$ cat src/rtl/bank_write_packer_if.sv
// Stream-in / bank-write interface for bank_write_packer.
// The master side feeds 32-bit words and control; the slave side (the packer)
// returns ready, the bank write port and status.
interface bank_write_packer_if #(
    parameter int unsigned DATA_W = 32,
    parameter int unsigned LINE_W = 128,
    parameter int unsigned ADDR_W = 7
) ();

    logic                vsi_start;
    logic [ADDR_W-1:0]   vsi_baseAddr;
    logic [DATA_W-1:0]   vsi_inData;
    logic                vsi_inValid;
    logic                vsi_inLast;
    logic                vsi_inReady;
    logic [LINE_W-1:0]   vsi_inputData;
    logic [ADDR_W-1:0]   vsi_inputAddr;
    logic                vsi_inputChipSelect;
    logic                vsi_full;
    logic                vsi_frameDone;
    logic [ADDR_W:0]     vsi_lineCount;

    // Producer side: drives the stream and control, observes the bank port.
    modport master (
        output vsi_start,
        output vsi_baseAddr,
        output vsi_inData,
        output vsi_inValid,
        output vsi_inLast,
        input  vsi_inReady,
        input  vsi_inputData,
        input  vsi_inputAddr,
        input  vsi_inputChipSelect,
        input  vsi_full,
        input  vsi_frameDone,
        input  vsi_lineCount
    );

    // Packer side.
    modport slave (
        input  vsi_start,
        input  vsi_baseAddr,
        input  vsi_inData,
        input  vsi_inValid,
        input  vsi_inLast,
        output vsi_inReady,
        output vsi_inputData,
        output vsi_inputAddr,
        output vsi_inputChipSelect,
        output vsi_full,
        output vsi_frameDone,
        output vsi_lineCount
    );

endinterface

$ cat src/rtl/bank_write_packer.sv
// bank_write_packer: packs a 32-bit valid/ready word stream into 128-bit
// lines and issues single-cycle writes to a DEPTH-entry bank at an
// auto-incrementing address. Frames may end on a partial (zero-padded) line.
// Optional build macro BANK_PACK_WRAP_EN: the write pointer wraps to 0 after
// DEPTH-1 instead of stalling in FULL, and the line counter wraps.
module bank_write_packer #(
    parameter int unsigned DATA_W = 32,
    parameter int unsigned LINE_W = 128,
    parameter int unsigned ADDR_W = 7,
    parameter int unsigned DEPTH  = 128
) (
    input  logic                 vsi_clk,
    input  logic                 vsi_reset,
    bank_write_packer_if.slave   bus
);

    localparam int unsigned LANES  = LINE_W / DATA_W;
    localparam int unsigned LANE_W = (LANES > 1) ? $clog2(LANES) : 1;
    localparam int unsigned CNT_W  = ADDR_W + 1;

    localparam logic [LANE_W-1:0] LAST_LANE = LANE_W'(LANES - 1);
    localparam logic [ADDR_W-1:0] LAST_ADDR = ADDR_W'(DEPTH - 1);
    localparam logic [CNT_W-1:0]  CNT_MAX   = CNT_W'(DEPTH);

    // FSM encoding
    localparam logic [0:0] S_FILL = 1'b0;
    localparam logic [0:0] S_FULL = 1'b1;

    logic [0:0]          r_state;
    logic [0:0]          w_state_next;

    logic [LANE_W-1:0]   r_lane;
    logic [LINE_W-1:0]   r_pack;
    logic [ADDR_W-1:0]   r_wr_ptr;
    logic [CNT_W-1:0]    r_line_count;

    logic [LINE_W-1:0]   r_out_data;
    logic [ADDR_W-1:0]   r_out_addr;
    logic                r_out_cs;
    logic                r_frame_done;
    logic                r_in_ready;
    logic                r_full;

    logic                w_accept;
    logic                w_line_done;
    logic                w_at_last_addr;
    logic [LINE_W-1:0]   w_line_data;
    logic [ADDR_W-1:0]   w_ptr_inc;
    logic [CNT_W-1:0]    w_count_inc;

    // Handshake: start takes priority and discards a word offered alongside it.
    assign w_accept       = bus.vsi_inValid & r_in_ready & ~bus.vsi_start;
    assign w_line_done    = w_accept & ((r_lane == LAST_LANE) | bus.vsi_inLast);
    assign w_at_last_addr = (r_wr_ptr == LAST_ADDR);

    // Packing buffer with the current word merged into its lane.
    always_comb begin
        w_line_data = r_pack;
        for (int i = 0; i < int'(LANES); i++) begin
            if (r_lane == LANE_W'(i)) begin
                w_line_data[i*DATA_W +: DATA_W] = bus.vsi_inData;
            end
        end
    end

    // Address and line-count advance rules.
    always_comb begin
        w_ptr_inc = w_at_last_addr ? '0 : r_wr_ptr + ADDR_W'(1);
`ifdef BANK_PACK_WRAP_EN
        w_count_inc = r_line_count + CNT_W'(1);
`else
        w_count_inc = (r_line_count >= CNT_MAX) ? CNT_MAX : r_line_count + CNT_W'(1);
`endif
    end

    // FSM state register.
    always_ff @(posedge vsi_clk) begin
        if (vsi_reset) begin
            r_state <= S_FILL;
        end else begin
            r_state <= w_state_next;
        end
    end

    // FSM next state: FULL after writing the last bank entry; start always returns to FILL.
    always_comb begin
        w_state_next = r_state;
        case (r_state)
            S_FILL: begin
`ifndef BANK_PACK_WRAP_EN
                if (w_line_done && w_at_last_addr) begin
                    w_state_next = S_FULL;
                end
`endif
            end
            S_FULL: begin
                w_state_next = S_FULL;
            end
            default: begin
                w_state_next = S_FILL;
            end
        endcase
        if (bus.vsi_start) begin
            w_state_next = S_FILL;
        end
    end

    // Status registers: ready is low in FULL and for one cycle after start.
    always_ff @(posedge vsi_clk) begin
        if (vsi_reset) begin
            r_in_ready <= 1'b1;
            r_full     <= 1'b0;
        end else begin
            r_in_ready <= ~bus.vsi_start & (w_state_next == S_FILL);
            r_full     <= (w_state_next == S_FULL);
        end
    end

    // Packing datapath and bank write port; output line holds while the next fills.
    always_ff @(posedge vsi_clk) begin
        if (vsi_reset) begin
            r_lane       <= '0;
            r_pack       <= '0;
            r_wr_ptr     <= '0;
            r_line_count <= '0;
            r_out_data   <= '0;
            r_out_addr   <= '0;
            r_out_cs     <= 1'b0;
            r_frame_done <= 1'b0;
        end else begin
            r_out_cs     <= 1'b0;
            r_frame_done <= 1'b0;
            if (bus.vsi_start) begin
                r_wr_ptr     <= bus.vsi_baseAddr;
                r_lane       <= '0;
                r_pack       <= '0;
                r_line_count <= '0;
            end else if (w_line_done) begin
                r_out_data   <= w_line_data;
                r_out_addr   <= r_wr_ptr;
                r_out_cs     <= 1'b1;
                r_frame_done <= bus.vsi_inLast;
                r_wr_ptr     <= w_ptr_inc;
                r_line_count <= w_count_inc;
                r_lane       <= '0;
                r_pack       <= '0;
            end else if (w_accept) begin
                r_pack <= w_line_data;
                r_lane <= r_lane + LANE_W'(1);
            end
        end
    end

    // Output drive.
    assign bus.vsi_inReady         = r_in_ready;
    assign bus.vsi_inputData       = r_out_data;
    assign bus.vsi_inputAddr       = r_out_addr;
    assign bus.vsi_inputChipSelect = r_out_cs;
    assign bus.vsi_frameDone       = r_frame_done;
    assign bus.vsi_lineCount       = r_line_count;
    assign bus.vsi_full            = r_full;

endmodule
$ cat src/flat_wrapper.sv
// flat-port wrapper written by rule: the top's interface ports become plain ports
module bank_write_packer_flat 
#(
    parameter int unsigned DATA_W = 32,
    parameter int unsigned LINE_W = 128,
    parameter int unsigned ADDR_W = 7,
    parameter int unsigned DEPTH  = 128
)
  (vsi_clk, vsi_reset, bus_vsi_start, bus_vsi_baseAddr, bus_vsi_inData, bus_vsi_inValid, bus_vsi_inLast, bus_vsi_inReady, bus_vsi_inputData, bus_vsi_inputAddr, bus_vsi_inputChipSelect, bus_vsi_full, bus_vsi_frameDone, bus_vsi_lineCount);
  bank_write_packer_if #(.DATA_W(DATA_W), .LINE_W(LINE_W), .ADDR_W(ADDR_W)) bus_i ();
  input  logic vsi_clk;
  input  logic vsi_reset;
  input wire logic [$bits(bus_i.vsi_start)-1:0] bus_vsi_start;
  input wire logic [$bits(bus_i.vsi_baseAddr)-1:0] bus_vsi_baseAddr;
  input wire logic [$bits(bus_i.vsi_inData)-1:0] bus_vsi_inData;
  input wire logic [$bits(bus_i.vsi_inValid)-1:0] bus_vsi_inValid;
  input wire logic [$bits(bus_i.vsi_inLast)-1:0] bus_vsi_inLast;
  output wire logic [$bits(bus_i.vsi_inReady)-1:0] bus_vsi_inReady;
  output wire logic [$bits(bus_i.vsi_inputData)-1:0] bus_vsi_inputData;
  output wire logic [$bits(bus_i.vsi_inputAddr)-1:0] bus_vsi_inputAddr;
  output wire logic [$bits(bus_i.vsi_inputChipSelect)-1:0] bus_vsi_inputChipSelect;
  output wire logic [$bits(bus_i.vsi_full)-1:0] bus_vsi_full;
  output wire logic [$bits(bus_i.vsi_frameDone)-1:0] bus_vsi_frameDone;
  output wire logic [$bits(bus_i.vsi_lineCount)-1:0] bus_vsi_lineCount;
  assign bus_i.vsi_start = bus_vsi_start;
  assign bus_i.vsi_baseAddr = bus_vsi_baseAddr;
  assign bus_i.vsi_inData = bus_vsi_inData;
  assign bus_i.vsi_inValid = bus_vsi_inValid;
  assign bus_i.vsi_inLast = bus_vsi_inLast;
  assign bus_vsi_inReady = bus_i.vsi_inReady;
  assign bus_vsi_inputData = bus_i.vsi_inputData;
  assign bus_vsi_inputAddr = bus_i.vsi_inputAddr;
  assign bus_vsi_inputChipSelect = bus_i.vsi_inputChipSelect;
  assign bus_vsi_full = bus_i.vsi_full;
  assign bus_vsi_frameDone = bus_i.vsi_frameDone;
  assign bus_vsi_lineCount = bus_i.vsi_lineCount;
  bank_write_packer #(.DATA_W(DATA_W), .LINE_W(LINE_W), .ADDR_W(ADDR_W), .DEPTH(DEPTH)) u_core (.vsi_clk(vsi_clk), .vsi_reset(vsi_reset), .bus(bus_i));
endmodule
$ cat config.mk
export PLATFORM = sky130hd
export DESIGN_NAME = bank_write_packer_flat
export DESIGN_NICKNAME = d
export VERILOG_FILES = /design/src/rtl/bank_write_packer_if.sv /design/src/rtl/bank_write_packer.sv /design/src/flat_wrapper.sv
export SDC_FILE = /design/constraint.sdc
export NUM_CORES = 1
export LEC_CHECK = 0
export ABC_AREA = 0
export BUFFER_PORTS_ARGS = -buffer_cell sky130_fd_sc_hd__buf_2
export CORE_MARGIN = 2
export CORE_UTILIZATION = 40
export CTS_CLUSTER_DIAMETER = 30
export DETAILED_ROUTE_END_ITERATION = 12
export HOLD_SLACK_MARGIN = 0.1
export PLACE_DENSITY = 0.67
export SLEW_MARGIN = 10
export SYNTH_ARGS = -nofsm -noshare
export SYNTH_HDL_FRONTEND = slang
export SYNTH_SLANG_ARGS = --single-unit
export TNS_END_PERCENT = 50
$ cat constraint.sdc
create_clock -name vsi_clk -period 4.65 [get_ports vsi_clk]
set_input_delay 0.6975 -clock vsi_clk [delete_from_list [all_inputs] [get_ports vsi_clk]]
set_output_delay 0.6975 -clock vsi_clk [all_outputs]
set_load 0.02 [all_outputs]
After elaboration in Yosys (flattened, before gate mapping)
Index checks and enable logic that the tools add are counted.

operators by class
  multiplexer cells = 12
  $add $sub $neg = 3
  bitwise logic cells = 9
  reduce and logical (&&, ||, !) cells = 7
  magnitude comparators = 1
  eq/ne operators = 4

operators with widths
  operator                                                               count
  32-bit 2-to-1 mux                                                      4
  7-bit 2-to-1 mux                                                       3
  8-bit by 1-bit adder with 8-bit output, second input constant          1
  8-bit >= comparator, second input constant                             1
  8-bit 2-to-1 mux                                                       1
  7-bit by 1-bit adder with 7-bit output, second input constant          1
  7-bit equality test, second input constant                             1
  3-bit OR reduction                                                     2
  1-bit bitwise AND                                                      4
  2-bit equality test, second input constant                             2
  1-bit NOT                                                              4
  1-bit 2-to-1 mux                                                       3
  2-bit by 1-bit adder with 2-bit output, second input constant          1
  2-bit by 1-bit equality test with 1-bit output, second input constant  1
  2-bit zero test                                                        1
  1-bit case mux with 2 select lines                                     1
  2-bit AND reduction                                                    1
  2-bit nonzero test                                                     1
  2-bit OR reduction                                                     1
  1-bit logical AND                                                      1
  1-bit OR                                                               1

word-level totals
  word-level logic and storage cells = 46
  flip-flop bits (word level) = 284
  output and inout port bits = 147

Longest topological paths before layout
Gate-level depths: netlist of run 1.

  depth in word-level cells = 9
  mapped depth = 8

Worst setup path after synthesis of run 1
Ideal clock, no wire load.

  path type = input port to flip-flop
  start point = in bus_vsi_start
  end point = reg u_core.r_wr_ptr[0]
  setup time = 0.086 ns
  required time = 4.564 ns
  path slack = 2.866 ns
  cell stages on the path = 5
  data arrival time = 1.698 ns
  cell sequence = and3b_1 buf_4 nand2_2 or3_1 a221oi_2

between the ends
  cells in the longest elaborated chain, start to end = 4
  elaborated cells on any way between the ends = 5

RTL lines
  item                          line                      text
  from (decl)                   flat_wrapper.sv:13        input wire logic [$bits(bus_i.vsi_start)-1:0] bus_vsi_start;
  1-bit NOT                     bank_write_packer.sv:52   assign w_accept = bus.vsi_inValid & r_in_ready & ~bus.vsi_start;
  1-bit bitwise AND             bank_write_packer.sv:52
  1-bit bitwise AND             bank_write_packer.sv:53   assign w_line_done = w_accept & ((r_lane == LAST_LANE) | bus.vsi_inLast);
  2-bit nonzero test (no line)  --
  to (signal assigned)          bank_write_packer.sv:134  r_wr_ptr <= bus.vsi_baseAddr;
  to (signal assigned)          bank_write_packer.sv:143  r_wr_ptr <= w_ptr_inc;
  to (decl)                     bank_write_packer.sv:34   logic [ADDR_W-1:0] r_wr_ptr;

Parallel ways exist; a longest one is shown, timed or not.
A chain may end at the register's enable or synchronous reset.

Final worst setup path of run 1
  start point = reg u_core.r_lane[0]
  end point = reg u_core.r_out_data[36], in the netlist u_core.bus.vsi_inputData[36]

between the ends
  cells in the longest elaborated chain, start to end = 4
  elaborated cells on any way between the ends = 6

RTL lines
  item                           line                      text
  from (decl)                    bank_write_packer.sv:32   logic [LANE_W-1:0] r_lane;
  from (signal assigned)         bank_write_packer.sv:149  r_lane <= r_lane + LANE_W'(1);
  2-bit equality test            bank_write_packer.sv:53
  1-bit OR                       bank_write_packer.sv:53
  1-bit bitwise AND              bank_write_packer.sv:53
  2-bit AND reduction (no line)  --
  to (signal assigned)           bank_write_packer.sv:139  r_out_data <= w_line_data;
  to (decl)                      bank_write_packer.sv:37   logic [LINE_W-1:0] r_out_data;

Parallel ways exist; a longest one is shown, timed or not.

==> impl_results.rst, run 1 <==
.. list-table::
   :header-rows: 1

   * - Metric
     - Value
   * - Status
     - complete, no violations
   * - Worst-path cell with the longest stage delay
     - nor2_4
   * - Later-pin clock latency in the skew report
     - 0.54 ns
   * - Overall track demand over capacity in global routing
     - 20.23%
   * - Type of the worst setup path
     - reg2reg
   * - Final Net Count
     - 1,501
   * - Post-CTS Setup Inserts
     - 0
   * - Drt total wl
     - 30.87 mm
   * - Crit path cell chain
     - ha_2, nor2_1, nor2_4, buf_4, nor2_1, a211oi_1
   * - Number of hold violations in the final report
     - 0
   * - First-pass iteration count of the detailed router
     - 5
   * - Area of the mapped netlist
     - 11,450 µm²
   * - Number of H-tree levels
     - 3
   * - Maximum clock path buffer count
     - 3
   * - Endpoint required time on the critical path
     - 5.08 ns
   * - Relative max-transition margin
     - 27.99%
   * - Sequential cell fraction of total power
     - 33.1%
   * - Total I/O pin count
     - 191
   * - Number of max-cap violations
     - 0
   * - Number of flip-flops and latches in the synthesized netlist
     - 284
   * - DRC viols
     - 0
   * - Post-synth EDFFs
     - 0
   * - GR Overflow Total
     - 0
   * - Maximum fanout along the worst path
     - 34
   * - Via count of the first global-routing pass
     - 9,086
   * - Synth area leaders
     - dfxtp_1 50%, mux2i_1 11%, nand2_1 9.3%
   * - Leakage
     - 5.513 nW
   * - HPWL after detailed placement
     - 18.86 mm
   * - Fraction of post-synthesis cell area in the top cell type by area
     - 49.65%
   * - Die Width
     - 173.2 µm
   * - Internal power contribution
     - 0.005930 W
   * - Startpoint class of the critical path
     - flop
   * - Pwr dens
     - 520.4 nW/µm²
   * - TNS Setup
     - 0 ns
   * - Wire length of the first global-routing pass
     - 49.47 mm
   * - CTS clock-pin slew for the worst setup and hold paths
     - 0.05 ns
   * - Part of the total power dissipated in combinational logic
     - 5.3%
   * - List of most frequent post-synthesis cells
     - 284 x dfxtp_1, 284 x nand2_1, 142 x nor2_1
   * - Average vias per placed instance
     - 5.098
   * - Floorplan core area
     - 28,010 µm²
   * - Clock network power share
     - 61.5%
   * - Arrival time of the worst setup path
     - 3.27 ns
   * - Worst slack on hold paths
     - 0.4316 ns
   * - Die span in y
     - 173.2 µm
   * - Min cycle time layout
     - 2.835 ns
   * - CTS Sinks
     - 284
   * - Quantity of I/O buffers inserted on ports
     - 190
   * - Measured slew at the worst slew-check pin
     - 1.078 ns
   * - Number of cells upsized or downsized after cts
     - 0
   * - Sw Ratio
     - 22.79%
   * - GPL Wtd Cong
     - 0.8210
   * - Category of cells accounting for the largest share of critical-path delay
     - simple AND/OR/NAND/NOR gates
   * - Layout filler cell count
     - 2,523
   * - Critical path buffer and inverter count
     - 1
   * - Area enclosed by the die boundary
     - 30,000 µm²
   * - Starting density of the core
     - 40.88%
   * - Buffer cell driving the clock tree root
     - clkbuf_16
   * - IR Drop Worst-Case VDD
     - 0.0002835 V
   * - Tcrit/Tclk final
     - 60.98%
   * - Portion of the post-synthesis area used by sequential elements
     - 49.65%
   * - Fmax
     - 352.7 MHz
   * - Number of nets still failing antenna checks after routing
     - 0
   * - Total number of yosys warnings
     - 0
   * - Most prevalent standard cell on the critical path
     - nor2_1
   * - Layout Area Growth over Synthesis
     - 28.89%
   * - Pins Over Slew Limit
     - 0
   * - Nature of the critical path endpoint
     - flop
   * - Share of cells above drive strength 1
     - 23.07%
   * - CP max stage delay
     - 0.86 ns
   * - Post-layout utilization of the core
     - 52.69%
   * - Mapped Cells
     - 1,315
   * - Number of buffers added by the clock tree synthesis step
     - 67
   * - Final Setup Violations
     - 0
   * - Kind of path behind the tightest hold check
     - in2reg
   * - RSZ-0062 raised after global routing
     - false
   * - Power spent charging and discharging nets
     - 0.001750 W
   * - Count of different cell masters after synthesis
     - 41
   * - Top FF cell, synth
     - dfxtp_1
   * - Maximum number of pins on one net before global-route repair
     - 79
   * - Cts-stage hold buffer count
     - 0
   * - Number of antenna violations at the first check in global routing
     - 0
   * - Via count of the routed design
     - 9,574
   * - Diodes inserted
     - 0
   * - Cell Rows
     - 61
   * - Proportion of register bits with asynchronous set or reset after synthesis
     - 0%
   * - Layout Skew
     - 0.02166 ns
   * - Post-Synthesis Net Count
     - 1,366
   * - Detailed-route wire length per cell
     - 16.44 µm
   * - Per-instance average area after synthesis
     - 8.708 µm²
   * - Leading area contributor after synthesis
     - dfxtp_1
   * - Detailed router's first-iteration violation count
     - 646
   * - TritonCTS clock tree
     - yes
per-stage QoR:
stage	setup WS [ns]	instances	cell area (µm²)	total power [W]
floorplan	2.866	1315	11450	0.002860
global placement	1.731	1759	12440	0.002990
detailed placement	1.688	1759	12450	0.002997
CTS	1.800	1878	14760	0.007746
global route	1.583	1878	14760	0.007927
finish	1.815	1878	14760	0.007680
logic make-up (layout without fill, tap and decap cells):
logic type      after synthesis  after routing  share of synthesized area (%)
simple gates                459            459                          15.75
flops                       284            284                          49.65
compound gates              281            281                          15.94
buf+inv                     145            330                          5.846
mux                         129            129                          11.29
xor+xnor                     10             10                         0.7649
fa+ha+maj                     7              7                         0.7648
worst reg2reg max path: stages (launching register included):
cell	delay, ns
dfxtp_1	0.40
ha_2	0.52
nor2_1	0.24
nor2_4	0.86
buf_4	0.41
nor2_1	0.07
a211oi_1	0.25
cell type report:
type,count,area [µm²],share of cell area [%]
clock buffer,84,1841,12.47
clock inverter,35,473.0,3.204
inverter,7,26.28,0.1780
multi-input combinational,886,5136,34.80
sequential,284,5685,38.52
tap,378,473.0,3.204
timing repair buffer,204,1125,7.621
power groups by stage:
stage | logic, W | clock network, W | registers, W
after floorplan | 0.000218 | 0 | 0.00264
after global placement | 0.000403 | 0 | 0.00259
after detailed placement | 0.000410 | 0 | 0.00259
after CTS | 0.000411 | 0.00479 | 0.00254
after global routing | 0.000445 | 0.00493 | 0.00255
final | 0.000409 | 0.00473 | 0.00254
sequential cells by signal (all words and copies together), names as in the netlist:
| signal | flops |
|---|---|
| u_core.bus.vsi_inputAddr | 7 |
| u_core.r_pack | 128 |
| u_core.r_state | 1 |
| u_core.bus.vsi_inReady | 1 |
| u_core.r_lane | 2 |
| u_core.bus.vsi_lineCount | 8 |
| u_core.bus.vsi_frameDone | 1 |
| u_core.bus.vsi_inputChipSelect | 1 |
| u_core.r_wr_ptr | 7 |
| u_core.bus.vsi_inputData | 128 |
per-layer routing:
layer	part of all wire (%)	GRT usage (%)
met1	47	28.10
met2	44	31.03
met3	6.6	4.354
met4	2.2	7.097
met5	0	0
worst paths after layout:
check / start / endpoint / slack [ns] / cells past startpoint
setup / recovery: u_core.r_lane[0] / u_core.bus.vsi_inputData[36] / 1.81 / 6
hold / removal: bus_vsi_baseAddr[0] / u_core.r_wr_ptr[0] / 0.43 / 3
setup reg to reg: u_core.r_lane[0] / u_core.bus.vsi_inputData[36] / 1.81 / 6
hold reg to reg: u_core.bus.vsi_inputAddr[3] / u_core.bus.vsi_inputAddr[3] / 0.45 / 2
placed cells by master, fill, tap and decap left out, types with 4 or more instances in the layout:
| cell type | n |
|---|---|
| dfxtp_1 | 284 |
| nand2_1 | 279 |
| buf_2 | 189 |
| nor2_1 | 141 |
| a21oi_1 | 138 |
| mux2i_1 | 128 |
| a211oi_1 | 120 |
| clkbuf_16 | 67 |
| a211oi_2 | 10 |
| clkbuf_8 | 10 |
| clkinv_2 | 9 |
| bufinv_16 | 9 |
| buf_4 | 9 |
| nor3_1 | 8 |
| inv_1 | 7 |
| xnor2_1 | 7 |
| clkbuf_1 | 7 |
| nand3_1 | 6 |
| nand2_2 | 5 |
| inv_6 | 5 |
| clkinv_4 | 5 |
| clkinvlp_4 | 5 |
| buf_12 | 5 |
| and2_2 | 4 |
| ha_2 | 4 |
No activity file was read; power rests on OpenSTA's default activity.
==> inputs of run 2 (changes only) <==
Settings changed: ABC_AREA 0 to 1, PLACE_DENSITY 0.67 to 0.69.
Clock period 4.65 ns to 2.5 ns, I/O delays scaled along.
==> run 2 against run 1 <==
Non-clock buffer count decreased by 1. Clock-buffer cell count increased by 1. Die area increased by 7.1%. Sequential share of layout area decreased by 2.9 points. Cell count increased by 31%. Synthesized area increased by 7.2%. First-iteration DRC count increased by 33%. Clock skew about the same. Sequential power increased by 81%. Via count increased by 24%. Critical path type unchanged. Largest cell class unchanged. Highest routed layer unchanged.
==> impl_results.rst, run 2 <==
.. list-table::
   :header-rows: 1

   * - Metric
     - Value
   * - Hold path startpoint
     - vsi_reset
   * - Area of the mapped netlist
     - 12,280 µm²
   * - Proportion of register bits with asynchronous set or reset after synthesis
     - 0%
   * - Measured slew at the worst slew-check pin
     - 1.047 ns
   * - Portion of the post-synthesis area used by sequential elements
     - 46.30%
   * - Sequential cell fraction of total power
     - 31.1%
   * - Crit path to
     - u_core.r_pack[26]
   * - DRC viols
     - 0
   * - Number of flip-flops and latches in the synthesized netlist
     - 284
   * - Top-count cell post-synth
     - nand2_1
   * - Number of cells upsized or downsized after cts
     - 0
   * - Synth area leaders
     - dfxtp_1 46%, nand2_1 21%, o21ai_0 11%
   * - IR Drop Worst-Case VDD
     - 0.0005197 V
   * - Diodes inserted
     - 0
   * - Layout Skew
     - 0.02161 ns
   * - Quantity of I/O buffers inserted on ports
     - 190
   * - TritonCTS clock tree
     - yes
   * - Via count of the routed design
     - 11,860
   * - Leading area contributor after synthesis
     - dfxtp_1
   * - Startpoint of the worst-slack reg-to-reg timing path
     - u_core.r_lane[0]
   * - Die Width
     - 179.2 µm
   * - Layout Area Growth over Synthesis
     - 29.95%
   * - End of the worst register-to-register path
     - u_core.r_pack[26]
   * - RSZ-0062 raised after global routing
     - false
   * - Starting density of the core
     - 40.36%
   * - TNS Setup
     - 0 ns
   * - First-pass iteration count of the detailed router
     - 7
   * - Number of antenna violations at the first check in global routing
     - 0
   * - Layout filler cell count
     - 2,918
   * - Final Setup Violations
     - 0
   * - CTS clock-pin slew for the worst setup and hold paths
     - 0.04 ns
   * - Post-CTS Setup Inserts
     - 0
   * - Die span in y
     - 179.2 µm
   * - Average vias per placed instance
     - 4.834
   * - Most frequent cells in the layout
     - 685 x nand2_1, 284 x dfxtp_1, 271 x o21ai_0
   * - Detailed router's first-iteration violation count
     - 858
   * - Final Net Count
     - 2,053
   * - Nature of the critical path endpoint
     - flop
   * - Maximum fanout along the worst path
     - 64
   * - Relative max-transition margin
     - 30.17%
   * - Setup slack of the critical path after layout
     - 0.3408 ns
   * - Overall track demand over capacity in global routing
     - 22.18%
   * - Post-Synthesis Net Count
     - 1,893
   * - Power spent charging and discharging nets
     - 0.003377 W
   * - Per-instance average area after synthesis
     - 6.667 µm²
   * - Buffer cell driving the clock tree root
     - clkbuf_16
   * - Part of the total power dissipated in combinational logic
     - 3.7%
   * - GPL Wtd Cong
     - 0.8653
   * - Worst setup slack for register-to-register paths
     - 0.34 ns
   * - Top FF cell, synth
     - dfxtp_1
   * - Clock network power share
     - 65.1%
   * - Floorplan core area
     - 30,430 µm²
   * - HPWL after detailed placement
     - 22.10 mm
   * - Maximum clock path buffer count
     - 3
   * - Depth of the most critical reg-to-reg path
     - 7
   * - Cell Rows
     - 64
   * - Total power of the final layout
     - 0.01481 W
   * - Sw Ratio
     - 22.81%
   * - CP max stage delay
     - 0.89 ns
   * - Routed met1 length
     - 16.05 mm
   * - List of most frequent post-synthesis cells
     - 685 x nand2_1, 284 x dfxtp_1, 271 x o21ai_0
   * - Number of buffers added by the clock tree synthesis step
     - 70
   * - Worst slack on hold paths
     - 0.1475 ns
   * - Pins Over Slew Limit
     - 0
   * - Drt total wl
     - 36.22 mm
   * - Fraction of post-synthesis cell area in the top cell type by area
     - 46.30%
   * - Tcrit/Tclk final
     - 86.37%
   * - Via count of the first global-routing pass
     - 10,920
   * - Length of routed met3 wiring
     - 2.537 mm
   * - Number of max-cap violations
     - 0
   * - Startpoint class of the critical path
     - flop
   * - Number of nets still failing antenna checks after routing
     - 0
   * - Min cycle time layout
     - 2.159 ns
   * - CTS Sinks
     - 284
   * - Type of the worst setup path
     - reg2reg
   * - Later-pin clock latency in the skew report
     - 0.57 ns
   * - Total I/O pin count
     - 191
   * - Maximum number of pins on one net before global-route repair
     - 259
   * - Leakage
     - 8.032 nW
   * - Cts-stage hold buffer count
     - 2
   * - Start point of the critical path
     - u_core.r_lane[0]
   * - Kind of path behind the tightest hold check
     - in2reg
   * - Routed wl met2
     - 16.12 mm
   * - Number of hold violations in the final report
     - 0
   * - Detailed-route wire length per cell
     - 14.76 µm
   * - Most common library cell in the layout ignoring fill and taps
     - nand2_1
   * - Mapped Cells
     - 1,842
   * - Placement Setup Slack
     - 0.3621 ns
   * - Wire length of the first global-routing pass
     - 55.84 mm
   * - Endpoint required time on the critical path
     - 2.94 ns
   * - Total number of yosys warnings
     - 0
   * - Pwr dens
     - 927.8 nW/µm²
   * - Area enclosed by the die boundary
     - 32,120 µm²
   * - Worst-path cell with the longest stage delay
     - ha_2
   * - Fmax
     - 463.1 MHz
   * - Count of different cell masters after synthesis
     - 26
   * - Arrival time of the worst setup path
     - 2.60 ns
   * - Internal power contribution
     - 0.01143 W
   * - Post-synth EDFFs
     - 0
   * - Crit path cell chain
     - inv_1, ha_2, o21ai_0, nand2_1, o21ai_0, nand2_1, inv_2
   * - Highest routing layer actually used
     - met4
   * - Status
     - complete, no violations
   * - Number of H-tree levels
     - 3
   * - Share of cells above drive strength 1
     - 18.08%
   * - GR Overflow Total
     - 0
run 2: kinds of logic after synthesis:
logic type                 Yosys count  share of synthesized area, %
and+or+nand+nor                    866                         28.26
xor gates and xnor gates             1                       0.07133
AOI/OAI and AO/OA                  286                         11.73
buffers and inverters              398                         12.93
DFF                                284                         46.30
adders and majority gates            7                        0.7132
run 2: layout make-up:
cell class	instances	area, µm²	share of cell area (%)
timing repair buffer	203	1141	7.150
multi-input combinational	1160	5027	31.50
sequential	284	5685	35.63
clock buffer	85	1868	11.71
inverter	283	1067	6.688
clock inverter	43	674.4	4.226
tap	396	495.5	3.105
run 2: worst max-delay path: cells and delay by family (launching register included):
kind	cells	cell delay [ns]
simple gates	2	0.22
fa+ha+maj	1	0.89
buf+inv	2	0.15
compound gates	2	0.43
flops	1	0.33
run 2: stage by stage:
stage          area [µm²]  util, %  std cells
4_1_cts             15960    52.45       2454
3_5_place_dp        13400    44.03       2324
3_3_place_gp        13400    44.03       2324
2_1_floorplan       12280        -       1842
6_report            15960    52.45       2454
5_1_grt             15960    52.45       2454
run 2: layer usage:
metal  GRT usage, %  vias up
li1               -     5971
met5              0        -
met4          11.36        0
met1          27.86     5430
met2          35.18      369
met3          5.577       92
run 2: worst min-delay path by stage:
stage                             endpoint  slack [ns]  cells past startpoint
4_1_cts                 u_core.r_wr_ptr[0]        0.12                      5
5_1_grt                 u_core.r_wr_ptr[0]        0.13                      2
3_5_place_dp   u_core.bus.vsi_lineCount[4]        0.45                      2
6_report                u_core.r_wr_ptr[0]        0.15                      2
2_1_floorplan  u_core.bus.vsi_inputAddr[6]        0.46                      2
3_3_place_gp   u_core.bus.vsi_lineCount[4]        0.45                      2
run 2: power groups by stage:
| stage | combinational [W] | clock (W) | sequential [W] |
|---|---|---|---|
| after floorplan | 0.000302 | 0 | 0.00472 |
| after global placement | 0.000539 | 0 | 0.00469 |
| after detailed placement | 0.000548 | 0 | 0.00469 |
| after CTS | 0.000553 | 0.00976 | 0.00461 |
| after global routing | 0.000603 | 0.0101 | 0.00461 |
| final | 0.000554 | 0.00964 | 0.00461 |
